[config.mk]
export PLATFORM = sky130hd
export DESIGN_NAME = npu_sched
export DESIGN_NICKNAME = d
export VERILOG_FILES = /design/src/rtl/osyrys64_pkg.sv /design/src/rtl/npu_cmd_fifo.sv /design/src/rtl/npu_sched.sv
export SDC_FILE = /design/constraint.sdc
export NUM_CORES = 1
export LEC_CHECK = 0
export ABC_AREA = 1
export BUFFER_PORTS_ARGS = -buffer_cell sky130_fd_sc_hd__buf_2
export CELL_PAD_IN_SITES_DETAIL_PLACEMENT = 0
export CELL_PAD_IN_SITES_GLOBAL_PLACEMENT = 1
export CORE_MARGIN = 3
export CORE_UTILIZATION = 40
export CTS_CLUSTER_DIAMETER = 50
export CTS_CLUSTER_SIZE = 14
export DETAILED_ROUTE_END_ITERATION = 8
export PLACE_DENSITY = 0.79
export SYNTH_ARGS = -nofsm -noshare
export SYNTH_HDL_FRONTEND = slang
export SYNTH_SLANG_ARGS = --single-unit
[constraint.sdc]
create_clock -name clk -period 14.2 [get_ports clk]
set_clock_uncertainty 0.05 [all_clocks]
set_input_delay 1.42 -clock clk [delete_from_list [all_inputs] [get_ports clk]]
set_output_delay 1.42 -clock clk [all_outputs]
set_load 0.02 [all_outputs]
[src/rtl/osyrys64_pkg.sv]
// osyrys64 shared types for the NPU sequencer.
// Holds the opcode enum, the queued command bundle, the FSM states and the default timeout.
package osyrys64_pkg;

   localparam int NPU_XLEN            = 64;
   localparam int NPU_TIMEOUT_DEFAULT = 1024;

   typedef enum logic [1:0] {
      NPU_NONE   = 2'd0,
      NPU_MATMUL = 2'd1,
      NPU_CONV   = 2'd2
   } npu_op_t;

   typedef struct packed {
      npu_op_t               op;
      logic [NPU_XLEN-1:0]   a;
      logic [NPU_XLEN-1:0]   b;
      logic [4:0]            rd;
   } npu_cmd_t;

   typedef enum logic [1:0] {
      S_IDLE  = 2'd0,
      S_ISSUE = 2'd1,
      S_WAIT  = 2'd2,
      S_WB    = 2'd3
   } npu_sched_state_t;

endpackage

[src/rtl/npu_cmd_fifo.sv]
// In-order command queue for the NPU sequencer.
// Ports: push_i/wdata_i write tail, pop_i advances head (rdata_o), flush_i empties, full_o/empty_o/count_o status.
module npu_cmd_fifo
   import osyrys64_pkg::*;
#(
   parameter  int DEPTH = 2,
   localparam int AW    = $clog2(DEPTH)
) (
   input  logic        clk,
   input  logic        rst,
   input  logic        push_i,
   input  npu_cmd_t    wdata_i,
   input  logic        pop_i,
   input  logic        flush_i,
   output npu_cmd_t    rdata_o,
   output logic        full_o,
   output logic        empty_o,
   output logic [AW:0] count_o
);

   npu_cmd_t      mem_q [DEPTH];
   logic [AW-1:0] wptr_q;
   logic [AW-1:0] rptr_q;
   logic [AW:0]   cnt_q;
   logic          do_push;
   logic          do_pop;

   assign full_o  = (cnt_q == (AW+1)'(DEPTH));
   assign empty_o = (cnt_q == '0);
   assign count_o = cnt_q;
   assign rdata_o = mem_q[rptr_q];

   // flush dominates both push and pop
   assign do_push = push_i & ~full_o & ~flush_i;
   assign do_pop  = pop_i & ~empty_o & ~flush_i;

   always_ff @(posedge clk) begin
      if (do_push) mem_q[wptr_q] <= wdata_i;
   end

   always_ff @(posedge clk or posedge rst) begin
      if (rst) begin
         wptr_q <= '0;
         rptr_q <= '0;
         cnt_q  <= '0;
      end else if (flush_i) begin
         wptr_q <= '0;
         rptr_q <= '0;
         cnt_q  <= '0;
      end else begin
         if (do_push) wptr_q <= wptr_q + 1'b1;
         if (do_pop)  rptr_q <= rptr_q + 1'b1;
         cnt_q <= cnt_q + (AW+1)'(do_push) - (AW+1)'(do_pop);
      end
   end

endmodule

[src/rtl/npu_sched.sv]
// NPU sequencer: queues decoded NPU ops, issues them one at a time, waits with timeout, writes back.
// Ports: issue_* from decode, npu_cmd_*/npu_done/npu_result to NPU, wb_* to regfile, busy/err status.
module npu_sched
   import osyrys64_pkg::*;
#(
   parameter int XLEN    = 64,
   parameter int QDEPTH  = 2,
   parameter int TIMEOUT = NPU_TIMEOUT_DEFAULT
) (
   input  logic            clk,
   input  logic            rst,
   input  logic            issue_valid,
   input  npu_op_t         issue_op,
   input  logic [XLEN-1:0] issue_a,
   input  logic [XLEN-1:0] issue_b,
   input  logic [4:0]      issue_rd,
   output logic            issue_ready,
   output logic            stall,
   input  logic            flush,
   output logic            npu_cmd_valid,
   output npu_op_t         npu_cmd_op,
   output logic [XLEN-1:0] npu_cmd_a,
   output logic [XLEN-1:0] npu_cmd_b,
   input  logic            npu_cmd_ready,
   input  logic            npu_done,
   input  logic [XLEN-1:0] npu_result,
   output logic            wb_valid,
   output logic [4:0]      wb_rd,
   output logic [XLEN-1:0] wb_data,
   input  logic            wb_ready,
   output logic            busy,
   output logic            err,
   input  logic            err_clr
);

   localparam int TW = $clog2(TIMEOUT);
   localparam int CW = $clog2(QDEPTH) + 1;

   npu_sched_state_t state_q, state_d;
   npu_cmd_t         cmd_q, cmd_d;
   npu_cmd_t         in_cmd, head;
   logic [TW-1:0]    tmo_q, tmo_d;
   logic             err_q, err_d;
   logic [4:0]       wb_rd_q, wb_rd_d;
   logic [XLEN-1:0]  wb_data_q, wb_data_d;
   logic [XLEN-1:0]  res;
   logic [CW-1:0]    count;
   logic             full, empty;
   logic             push_ok, fifo_push, fifo_pop;
   logic             bypass, load_next, tmo_last;

   always_comb begin
      in_cmd             = '0;
      in_cmd.op          = issue_op;
      in_cmd.a[XLEN-1:0] = issue_a;
      in_cmd.b[XLEN-1:0] = issue_b;
      in_cmd.rd          = issue_rd;
   end

   assign push_ok   = issue_valid & ~full & ~flush;
   assign fifo_push = push_ok & ~bypass;

   // abort on the cycle the counter would step to TIMEOUT-1,
   // so write-back lands TIMEOUT cycles after the command handshake
   assign tmo_last = (tmo_q == TW'(TIMEOUT - 2));

   npu_cmd_fifo #(.DEPTH(QDEPTH)) u_fifo (
      .clk     (clk),
      .rst     (rst),
      .push_i  (fifo_push),
      .wdata_i (in_cmd),
      .pop_i   (fifo_pop),
      .flush_i (flush),
      .rdata_o (head),
      .full_o  (full),
      .empty_o (empty),
      .count_o (count)
   );

   always_comb begin
      state_d   = state_q;
      cmd_d     = cmd_q;
      tmo_d     = tmo_q;
      err_d     = err_q & ~err_clr;
      wb_rd_d   = wb_rd_q;
      wb_data_d = wb_data_q;
      res       = npu_result;
      fifo_pop  = 1'b0;
      bypass    = 1'b0;
      load_next = 1'b0;

      unique case (state_q)
         S_IDLE: load_next = 1'b1;
         S_ISSUE: begin
            if (npu_cmd_ready) begin
               state_d = S_WAIT;
               tmo_d   = '0;
            end
         end
         S_WAIT: begin
            tmo_d = tmo_q + 1'b1;
            if (npu_done || tmo_last) begin
               if (!npu_done) begin
                  res   = '1;
                  err_d = 1'b1;
               end
               if (cmd_q.rd == 5'd0) begin
                  load_next = 1'b1;
               end else begin
                  state_d   = S_WB;
                  wb_rd_d   = cmd_q.rd;
                  wb_data_d = res;
               end
            end
         end
         S_WB: load_next = wb_ready;
      endcase

      // queued work first; an empty queue lets a same-cycle push
      // go straight into the command register
      if (load_next) begin
         state_d = S_IDLE;
         if (!empty && !flush) begin
            fifo_pop = 1'b1;
            cmd_d    = head;
            state_d  = S_ISSUE;
         end else if (push_ok) begin
            bypass  = 1'b1;
            cmd_d   = in_cmd;
            state_d = S_ISSUE;
         end
      end
   end

   always_ff @(posedge clk or posedge rst) begin
      if (rst) begin
         state_q   <= S_IDLE;
         cmd_q     <= '0;
         tmo_q     <= '0;
         err_q     <= 1'b0;
         wb_rd_q   <= '0;
         wb_data_q <= '0;
      end else begin
         state_q   <= state_d;
         cmd_q     <= cmd_d;
         tmo_q     <= tmo_d;
         err_q     <= err_d;
         wb_rd_q   <= wb_rd_d;
         wb_data_q <= wb_data_d;
      end
   end

   assign issue_ready   = ~full;
   assign stall         = issue_valid & full;
   assign npu_cmd_valid = (state_q == S_ISSUE);
   assign npu_cmd_op    = cmd_q.op;
   assign npu_cmd_a     = cmd_q.a[XLEN-1:0];
   assign npu_cmd_b     = cmd_q.b[XLEN-1:0];
   assign wb_valid      = (state_q == S_WB);
   assign wb_rd         = wb_rd_q;
   assign wb_data       = wb_data_q;
   assign busy          = (state_q != S_IDLE) | (count != '0);
   assign err           = err_q;

endmodule

==> results of run 1 <==
[flip-flops by register name, indices dropped and copies added (netlist names)]
| name | cells |
|---|---|
| cmd_q | 5 |
| err | 1 |
| npu_cmd_a | 64 |
| npu_cmd_b | 64 |
| npu_cmd_op | 2 |
| state_q | 2 |
| tmo_q | 10 |
| u_fifo.count_o | 2 |
| u_fifo.mem_q | 270 |
| u_fifo.rptr_q | 1 |
| u_fifo.wptr_q | 1 |
| wb_data | 64 |
| wb_rd | 5 |
[final cells by class]
class | count | area, um^2
Antenna cell | 9 | 22.5
Clock buffer | 64 | 1410
Clock inverter | 29 | 294
Fill cell | 4652 | 26700
Inverter | 36 | 155
Multi-Input combinational cell | 1116 | 5140
Sequential cell | 491 | 13600
Tap cell | 672 | 841
Timing Repair Buffer | 422 | 2140
[cells by family (layout without fill, tap and decap cells)]
| kind of cell | after synthesis | in the layout | share of synthesized area |
|---|---|---|---|
| AND/OR/NAND/NOR | 617 | 617 | 0.115 |
| AO/OA/AOI/OAI | 491 | 491 | 0.131 |
| flip-flops | 491 | 491 | 0.667 |
| buffers and inverters | 275 | 551 | 0.0834 |
| adder cells (fa/ha/maj) | 4 | 4 | 0.00245 |
| XOR/XNOR | 4 | 4 | 0.00171 |
| other | 0 | 9 | 0 |
[power by group]
| part | leakage, uW | switching [uW] | internal (uW) | total (uW) |
|---|---|---|---|---|
| registers | 0.00520 | 231 | 1950 | 2190 |
| clock network | 0.000825 | 570 | 768 | 1340 |
| logic | 0.00407 | 1230 | 528 | 1760 |
| total | 0.0101 | 2030 | 3250 | 5280 |
[how the worst min path moves through the flow]
stage	start	endpoint	slack, ps	cells after the start
4_1_cts	npu_cmd_b[37]	npu_cmd_b[37]	430	2
3_5_place_dp	npu_cmd_b[37]	npu_cmd_b[37]	410	2
5_1_grt	npu_cmd_b[32]	npu_cmd_b[32]	450	2
6_report	npu_cmd_b[37]	npu_cmd_b[37]	420	2
3_3_place_gp	npu_cmd_b[43]	npu_cmd_b[43]	410	2
2_1_floorplan	npu_cmd_a[58]	npu_cmd_a[58]	410	2
[cell usage after synthesis, drive strengths merged]
cell,n
nor2,356
ha,4
dfrtp,221
xor2,2
inv,36
xnor2,2
nand2,250
o32ai,1
o22ai,2
nand3,10
a21oi,2
edfxtp,270
nor3,1
clkbuf,60
buf,179
o21ai,486
[tightest hold or removal path: stages (launching register included)]
cell     delay, ps
dfrtp_1        330
nand2_1         60
o21ai_2         50
[per-stage QoR]
stage / utilization / worst slack (ps) / total power, uW / area [um^2]
2_1_floorplan: - / 6070 / 3660 / 20500
3_3_place_gp: 0.435 / 9100 / 3950 / 21900
3_5_place_dp: 0.435 / 9110 / 4000 / 21900
4_1_cts: 0.469 / 9730 / 5360 / 23600
5_1_grt: 0.469 / 9460 / 5640 / 23600
6_report: 0.469 / 9820 / 5280 / 23600
[metal layers]
metal | vias up | global-route usage
met1 | 6581 | 0.236
met4 | 10 | 0.0554
met2 | 463 | 0.293
li1 | 6743 | -
met3 | 79 | 0.0402
met5 | - | 0
==> results.md, run 1 <==
- Post-DP HPWL: approximately 31,000 um
- Distinct cell type count after synthesis: 26
- R2r worst-path depth: 12
- Hold WS: 424 ps
- Clock Sinks: 491
- GRT overflow: 0
- Slew margin rel.: 0.218
- Vias in the first global route: 13,300
- FF+latch count, synth: a little under 500
- Root Driver: clkbuf_16
- Core Footprint: between 0.05 and 0.06 mm^2
- Width of the die: around 230 um
- Antenna-violating nets left: 0
- VDD IR max: about 100 uV
- Sequence of cells on the critical path: buf_2 -> inv_2 -> nand2_1 -> nand2_2 -> nand2_4 -> nand2_1 -> nand3_1 -> inv_6 -> buf_4
- Power per cell area: ~220 mW/mm^2
- Initial antenna violation count: 14
- DIE HEIGHT: around 230 um
- Final WL: approximately 49,000 um
- Layout area overhead: 15.6%
- Crit Path Max Fanout: between 60 and 70
- Hold buffers post-CTS: 0
- Post-Syn Nets: 2,093
- Type of the worst min-delay path: reg2reg
- Vias per cell: 4.89
- Critical R2R Capture: u_fifo.mem_q[0][16]
- Placed instance count: about 2,700
- Die area: roughly 0.054 mm^2
- Worst-Skew Late Latency: roughly 570 ps
- CTS Buffer Depth: 3
- Worst slew pin tran: 1170 ps
- Worst endpoint required time: approximately 14,000 ps
- FF-to-FF setup slack: 10,740 ps
- Worst setup SP type: primary input
- Mapped cell area: 0.0205 mm^2
- Worst path most repeated cell: nand2_1
- Worst path slowest cell: buf_4
- Wire length of the first global-routing pass: between 70,000 and 80,000 um
- Post-CTS sizing: 0
- Cells after Synth: around 1,900
- Commonest non-fill, non-tap cells in the layout: buf_2, nor2_1, o21ai_0, edfxtp_1, nand2_1
- Initial Util: 0.406
- Final cell count without fillers: approximately 2,800
- Leak Pwr: slightly above 0.01 uW
- Setup crit end: u_fifo.mem_q[0][16]
- Reg-to-reg startpoint: tmo_q[0]
- Initial DRC count: between 1,000 and 1,500
- Max-Cap Viols: 0
- Worst-path clk slew: roughly 60 ps
- CP Capture Type: register
- 1st-pass router iterations: 5
- Crit path launch: npu_done
- Final Max Slew Viols: 0
- H-Tree Depth: 2
- Setup CP Type: in2reg
- Yosys warns: 0
- Port Buffers: about 400
- Routed met1 length: 21,100 um
- Residual DRC: 0
- RSZ-0062 raised after global routing: false
- CTS tree: yes
- Slowest stage delay, CP: 910 ps
- Post-synth top area cell: edfxtp_1
- Setup TNS: 0 ps
- GRT Util Overall: 0.178
- Crit. path cell count: 9
- CTS buffer count: 52
- Outcome: finished clean
- Final Setup Violations: 0
- Share of cells above drive strength 1: 0.266
- Area share of the leading cell type in the synthesized netlist: 0.396
- Via Count: 13,900
- # nets final: 2,330
- Post-CTS Repair Setup Buffers: 0
- Max Clk Rate: approximately 0.23 GHz
- Gpl congestion: a little under 0.9
- Met3 WL: 3560 um
- Sequential area share after synthesis: 0.667
- Post-Syn Area per Cell: ~11 um^2
- Routed met2 length: 23,600 um
- Tcrit/Tclk final: 0.309
- Largest net degree at the start of global routing: roughly 150
- Fin. Hold Viols: 0
- CP top delay family: buffers and inverters
- Critical Path AT: approximately 4500 ps
- Max Used Layer: met5
- Boundary Pins: approximately 400
- Crit path time final: approximately 4400 ps
- Synth area leaders: edfxtp_1, dfrtp_1, o21ai_0
- Most common cell after layout, fill and taps aside: buf_2
- WP buf/inv: 4
- Drt wl/cell: between 15 and 20 um
- Site Rows: 82
Note: power is estimated with default switching activity, not from simulation.
==> inputs of run 2 (changes only) <==
--- a/config.mk
+++ b/config.mk
@@ -10,11 +10,11 @@
 export CELL_PAD_IN_SITES_DETAIL_PLACEMENT = 0
 export CELL_PAD_IN_SITES_GLOBAL_PLACEMENT = 1
 export CORE_MARGIN = 3
-export CORE_UTILIZATION = 40
+export CORE_UTILIZATION = 39
 export CTS_CLUSTER_DIAMETER = 50
 export CTS_CLUSTER_SIZE = 14
 export DETAILED_ROUTE_END_ITERATION = 8
-export PLACE_DENSITY = 0.79
+export PLACE_DENSITY = 0.8
 export SYNTH_ARGS = -nofsm -noshare
 export SYNTH_HDL_FRONTEND = slang
 export SYNTH_SLANG_ARGS = --single-unit
==> constraint.sdc (replaced) <==
create_clock -name clk -period 3.6 [get_ports clk]
set_clock_uncertainty 0.05 [all_clocks]
set_input_delay 0.36 -clock clk [delete_from_list [all_inputs] [get_ports clk]]
set_output_delay 0.36 -clock clk [all_outputs]
set_load 0.02 [all_outputs]
==> results.md, run 2 (synthesis gave the netlist of run 1 again) <==
- R2r worst-path depth: 13 (+1)
- Fin. Hold Viols: 0 (unchanged)
- Hold depth: 3 (+1)
- Port Buffers: 411 (unchanged)
- Hold worst-path end: wb_data[7]
- Power per cell area: 829 mW/mm^2 (+270%)
- Gpl congestion: 0.842 (-4.1%)
- # nets final: 2,526 (+8.4%)
- 1st-pass router iterations: 5 (unchanged)
- Worst slew pin tran: 969 ps (-204 ps)
- Crit path time final: ~2900 ps
- Leak Pwr: 0.0110 uW (+8.8%)
- Post-Layout Inst Area: 0.0258 mm^2 (+9.0%)
- Post-CTS Repair Setup Buffers: 0 (unchanged)
- Clock Sinks: 491 (unchanged)
- H-Tree Depth: 2 (unchanged)
- Initial DRC count: 942 (-10%)
- Layout area overhead: 25.9%
- Max reg flops: 270 (unchanged)
- Worst-Skew Late Latency: 570 ps (about the same)
- Setup TNS: 0 ps (unchanged)
- Placed instance count: 2,754 (+0.62%)
- Root Driver: clkbuf_16
- Width of the die: 235 um (+1.2%)
- Worst Hold Launch: npu_result[7]
- Max Clk Rate: between 0.3 and 0.4 GHz
- Residual DRC: 0 (unchanged)
- Via Count: 14,800 (+6.7%)
- GRT overflow: 0 (unchanged)
- Max-Cap Viols: 0 (unchanged)
- Type of the worst min-delay path: in2reg
- Worst path slowest cell: buf_4
- FF-to-FF setup slack: 700 ps (-10,040 ps)
- Commonest non-fill, non-tap cells in the layout: buf_2, nor2_1, o21ai_0, edfxtp_1, nand2_1
- CP Capture Type: register
- Post-DP HPWL: 31,100 um (+0.62%)
- Site Rows: 83 (+1.2%)
- Critical R2R Capture: u_fifo.mem_q[0][9]
- Tcrit/Tclk final: 0.807
- Worst endpoint required time: 3750 ps (-10,590 ps)
- Sequence of cells on the critical path: inv_2 -> ha_1 -> nand3_1 -> nor2_1 -> nand2_1 -> nand2_1 -> nand2_2 -> nand2_4 -> nand2_2 -> nand3_2 -> clkinvlp_4 -> buf_4 -> buf_4
- Slew margin rel.: 0.354 (+0.136)
- Initial Util: 0.396 (-0.00973)
- Worst-path clk slew: 60 ps (about the same)
- Top reg by flops: u_fifo.mem_q
- CTS buffer count: 51 (-1.9%)
- Critical Path AT: 3050 ps (-1470 ps)
- Vias in the first global route: 15,200 (+15%)
- RSZ-0062 raised after global routing: false
- Die area: 0.0552 mm^2 (+2.5%)
- Share of cells above drive strength 1: 0.247 (-0.0187)
- Crit. path cell count: 13 (+4)
- VDD IR max: 467 uV (+360%)
- Final WL: 50,800 um (+2.9%)
- Drt wl/cell: 16.7 um (-3.8%)
- Vias per cell: 4.88 (-0.25%)
- Reg-to-reg startpoint: tmo_q[0]
- Outcome: finished clean
- CP top delay family: buffers and inverters
- WP buf/inv: 4 (unchanged)
- Worst setup SP type: register
- CTS tree: yes
- Wire length of the first global-routing pass: 81,800 um (+8.0%)
- Largest net degree at the start of global routing: 119 (-23%)
- CTS Buffer Depth: 3 (unchanged)
- Initial antenna violation count: 2 (-12)
- Core Footprint: 0.0516 mm^2 (+2.5%)
- Antenna-violating nets left: 0 (unchanged)
- Boundary Pins: 412 (unchanged)
- Final cell count without fillers: 3,036 (+6.9%)
- Final core occ: 0.499 (+0.0298)
- Setup CP Type: reg2reg
- DP Area: 0.0221 mm^2 (+0.95%)
- Final Setup Violations: 0 (unchanged)
- GRT Util Overall: 0.181 (+0.00246)
- Final Max Slew Viols: 0 (unchanged)
- Slowest stage delay, CP: 580 ps (-330 ps)
- DIE HEIGHT: 235 um (+1.2%)
- Crit Path Max Fanout: 40 (-42%)
- Most common cell after layout, fill and taps aside: buf_2
-- run 2: cell types whose count changed in the layout (fill, tap and decap cells not counted), moves of 2 or more --
cell and delta:
dlygate4sd3_1 +188, buf_12 +10, diode_2 -7, clkinv_2 -5, bufinv_16 +3, clkbuf_1 +3, clkinv_4 -3, nand2_1 -2
nand2_2 +2
-- run 2: repair_timing --
action                    CTS  global route
gates resized for setup     0             0
hold buffers              188             0
hold endpoints to repair  334             0
-- run 2: worst max path at each step --
stage / startpoint / to / slack [ps]
after global placement: tmo_q[0] / u_fifo.mem_q[0][11] / 670
after CTS: tmo_q[0] / u_fifo.mem_q[0][9] / 630
after floorplan: tmo_q[0] / u_fifo.mem_q[0][0] / -10
after detailed placement: tmo_q[0] / u_fifo.mem_q[0][16] / 660
after global routing: tmo_q[0] / u_fifo.mem_q[0][102] / 460
final: tmo_q[0] / u_fifo.mem_q[0][9] / 700
-- run 2: metal layers --
layer,GRT usage,up-vias,part of all wire
li1,-,7130,-
met1,0.224,7119,0.41
met2,0.313,469,0.49
met3,0.0401,84,0.065
met4,0.0603,0,0.026
met5,0,-,0
-- run 2: stage by stage --
step           setup slack (ps)  power (uW)  hold WS, ps
2_1_floorplan             -12.3       14400          375
3_3_place_gp                672       15700          306
3_5_place_dp                659       15900          312
4_1_cts                     630       21600         1.92
5_1_grt                     461       22700         19.0
6_report                    696       21300         43.7
-- run 2: final cells by class --
| cell class | count | area, um^2 |
|---|---|---|
| flip-flops and latches | 491 | 13600 |
| well taps | 680 | 851 |
| inverters | 36 | 150 |
| multi-input cells | 1116 | 5150 |
| clock buffers | 66 | 1410 |
| clock inverters | 26 | 342 |
| fillers | 4553 | 25900 |
| repair buffers | 619 | 4210 |
| diodes | 2 | 5.00 |
-- run 2: report_power, final --
| part | total, uW | internal, uW | switching [uW] | leakage (uW) |
|---|---|---|---|---|
| Clock | 5450 | 3220 | 2230 | 0.000843 |
| Combinational | 7330 | 2310 | 5010 | 0.00494 |
| Sequential | 8560 | 7710 | 857 | 0.00520 |
-- run 2: worst reg2reg max path: cells and delay by family, from the launching register on --
kind | cells | cell delay (ps)
buffers and inverters | 4 | 1170
AND/OR/NAND/NOR | 8 | 730
flip-flops | 1 | 380
adder cells (fa/ha/maj) | 1 | 190
==> inputs of run 3 (changes only) <==
--- a/config.mk
+++ b/config.mk
@@ -10,11 +10,11 @@
 export CELL_PAD_IN_SITES_DETAIL_PLACEMENT = 0
 export CELL_PAD_IN_SITES_GLOBAL_PLACEMENT = 1
 export CORE_MARGIN = 3
-export CORE_UTILIZATION = 39
+export CORE_UTILIZATION = 40
 export CTS_CLUSTER_DIAMETER = 50
 export CTS_CLUSTER_SIZE = 14
 export DETAILED_ROUTE_END_ITERATION = 8
-export PLACE_DENSITY = 0.8
+export PLACE_DENSITY = 0.79
 export SYNTH_ARGS = -nofsm -noshare
 export SYNTH_HDL_FRONTEND = slang
 export SYNTH_SLANG_ARGS = --single-unit
==> constraint.sdc (replaced) <==
create_clock -name clk -period 3.04 [get_ports clk]
set_clock_uncertainty 0.05 [all_clocks]
set_input_delay 0.304 -clock clk [delete_from_list [all_inputs] [get_ports clk]]
set_output_delay 0.304 -clock clk [all_outputs]
set_load 0.02 [all_outputs]
==> results.md, run 3 (synthesis gave the netlist of run 1 again) <==
- Max Clk Rate: 0.428 GHz (+24%)
- Crit path time final: 2340 ps (-568 ps)
- Worst-path clk slew: 60 ps (about the same)
- H-Tree Depth: 2 (unchanged)
- Via Count: 14,800 (-0.054%)
- GRT overflow: 0 (unchanged)
- Layout fillers: 4,399 (-3.4%)
- Worst-Skew Late Latency: 570 ps (about the same)
- Initial Util: 0.406 (+0.00973)
- P_sw: 9580 uW (+18%)
- Core Footprint: 0.0504 mm^2 (-2.4%)
- DIE HEIGHT: 232 um (-1.2%)
- Pint: 15,600 uW (+18%)
- Port Buffers: 411 (unchanged)
- Type of the worst min-delay path: in2reg
- Setup CP Type: reg2reg
- Post-CTS sizing: 0 (unchanged)
- Slew margin rel.: 0.398 (+0.0444)
- Worst slew pin tran: 903 ps (-66.6 ps)
- Gpl congestion: 0.824 (-2.1%)
- Max reg flops: 270 (unchanged)
- Boundary Pins: 412 (unchanged)
- Crit Path Max Fanout: 71 (+78%)
- Comb power frac: 0.352 (+0.009)
- CTS Buffer Depth: 3 (unchanged)
- FF-to-FF setup slack: 700 ps (about the same)
- RSZ-0062 raised after global routing: false
- Sequential share of power: 0.403 (+0.002)
- Site Rows: 82 (-1.2%)
- Hold WS: 33.4 ps (-10.3 ps)
- Hold worst-path end: wb_data[22]
- Leak Pwr: 0.0111 uW (+0.84%)
- Outcome: finished clean
- CP Capture Type: register
- Final WL: 50,700 um (-0.15%)
- 1st-pass router iterations: 5 (unchanged)
- Largest net degree at the start of global routing: 137 (+15%)
- Slowest stage delay, CP: 380 ps (-200 ps)
- R2r worst-path depth: 12 (-1)
- Final Setup Violations: 0 (unchanged)
- # nets final: 2,549 (+0.91%)
- Worst path slowest cell: dfrtp_1
- Sequence of cells on the critical path: inv_2 -> ha_1 -> nand3_1 -> nor2_1 -> nand2_1 -> nand2_1 -> nand2_2 -> nand2_4 -> nand2_2 -> nand2_2 -> nor2_4 -> buf_12
- Initial antenna violation count: 3 (+1)
- Sw Share: 0.381 (+0.00138)
- Setup TNS: 0 ps (unchanged)
- Share of cells above drive strength 1: 0.250 (+0.00329)
- Commonest non-fill, non-tap cells in the layout: buf_2, nor2_1, o21ai_0, edfxtp_1, nand2_1
- Hold buffers post-CTS: 200 (+6.4%)
- Die area: 0.0539 mm^2 (-2.4%)
- GRT Util Overall: 0.185 (+0.00395)
- Sequential Area: 0.0136 mm^2 (unchanged)
- Final Max Slew Viols: 0 (unchanged)
- CTS buffer count: 50 (-2.0%)
- Max-Cap Viols: 0 (unchanged)
- Fin. Hold Viols: 0 (unchanged)
- Clock Sinks: 491 (unchanged)
- DP Area: 0.0223 mm^2 (+0.81%)
- Drt wl/cell: 16.6 um (-0.64%)
- Worst path most repeated cell: nand2_2
- Power per cell area: 969 mW/mm^2 (+17%)
- Reg-to-reg startpoint: tmo_q[0]
- CTS tree: yes
- Post-CTS Repair Setup Buffers: 0 (unchanged)
- Root Driver: clkbuf_16
- Residual DRC: 0 (unchanged)
- Layout area overhead: 26.9%
- Critical Path AT: 2510 ps (-540 ps)
- Tcrit/Tclk final: 0.769 (-0.0381)
- Most common cell after layout, fill and taps aside: buf_2
- Hold depth: 3 (unchanged)
- Worst Hold Launch: npu_result[22]
- Width of the die: 232 um (-1.2%)
- Vias in the first global route: 14,800 (-3.1%)
- Placed instance count: 2,758 (+0.15%)
- VDD IR max: 548 uV (+17%)
- Clk pwr share: 0.245 (-0.010)
- Critical R2R Capture: u_fifo.mem_q[1][97]
- Post-Layout Inst Area: 0.0260 mm^2 (+0.81%)
- Multi-input gate area: 0.00515 mm^2 (unchanged)
- Top reg by flops: u_fifo.mem_q
- Wire length of the first global-routing pass: 79,700 um (-2.6%)
- Antenna-violating nets left: 0 (unchanged)
- Worst endpoint required time: 3210 ps (-540 ps)
- Post-DP HPWL: 31,600 um (+1.6%)
- Worst setup SP type: register
- Final cell count without fillers: 3,051 (+0.49%)
- Vias per cell: 4.85 (-0.55%)
- Initial DRC count: 926 (-1.7%)
## run 3: worst max path at each step
stage	from	to	slack (ps)	depth (start not counted)
3_3_place_gp	tmo_q[0]	u_fifo.mem_q[0][22]	680	13
2_1_floorplan	tmo_q[0]	u_fifo.mem_q[0][0]	-570	11
6_report	tmo_q[0]	u_fifo.mem_q[1][97]	700	12
5_1_grt	tmo_q[0]	u_fifo.mem_q[1][11]	560	12
4_1_cts	tmo_q[0]	u_fifo.mem_q[1][80]	670	12
3_5_place_dp	tmo_q[0]	u_fifo.mem_q[1][97]	690	12
## run 3: metal layers
metal	vias up	track usage	share of wire
li1	7176	-	-
met1	7032	0.236	0.43
met2	492	0.310	0.47
met3	94	0.0405	0.065
met4	0	0.0658	0.033
met5	-	0	0
## run 3: metrics by stage
stage / setup slack, ps / power (uW) / utilization
2_1_floorplan: -572 / 17000 / -
3_3_place_gp: 679 / 18800 / 0.443
3_5_place_dp: 686 / 19000 / 0.443
4_1_cts: 667 / 25400 / 0.515
5_1_grt: 557 / 26800 / 0.515
6_report: 704 / 25200 / 0.515
## run 3: power groups by stage
stage,combinational [uW],clock (uW),sequential (uW)
after floorplan,6490,0,10600
after global placement,8570,0,10200
after detailed placement,8740,0,10200
after CTS,8970,6330,10100
after global routing,9860,6590,10300
final,8860,6150,10100
## run 3: cell type report
class                   count  area share
diodes                      4    0.000386
clock buffers              63      0.0524
clock inverters            26      0.0111
inverters                  36     0.00578
multi-input cells        1116       0.198
flip-flops and latches    491       0.525
well taps                 672      0.0324
repair buffers            643       0.174
## run 3: critical path, delay by kind of cell, from the launching register on
| family | cells | cell delay (ps) |
|---|---|---|
| buf+inv | 2 | 430 |
| flops | 1 | 380 |
| simple gates | 9 | 880 |
| fa+ha+maj | 1 | 180 |
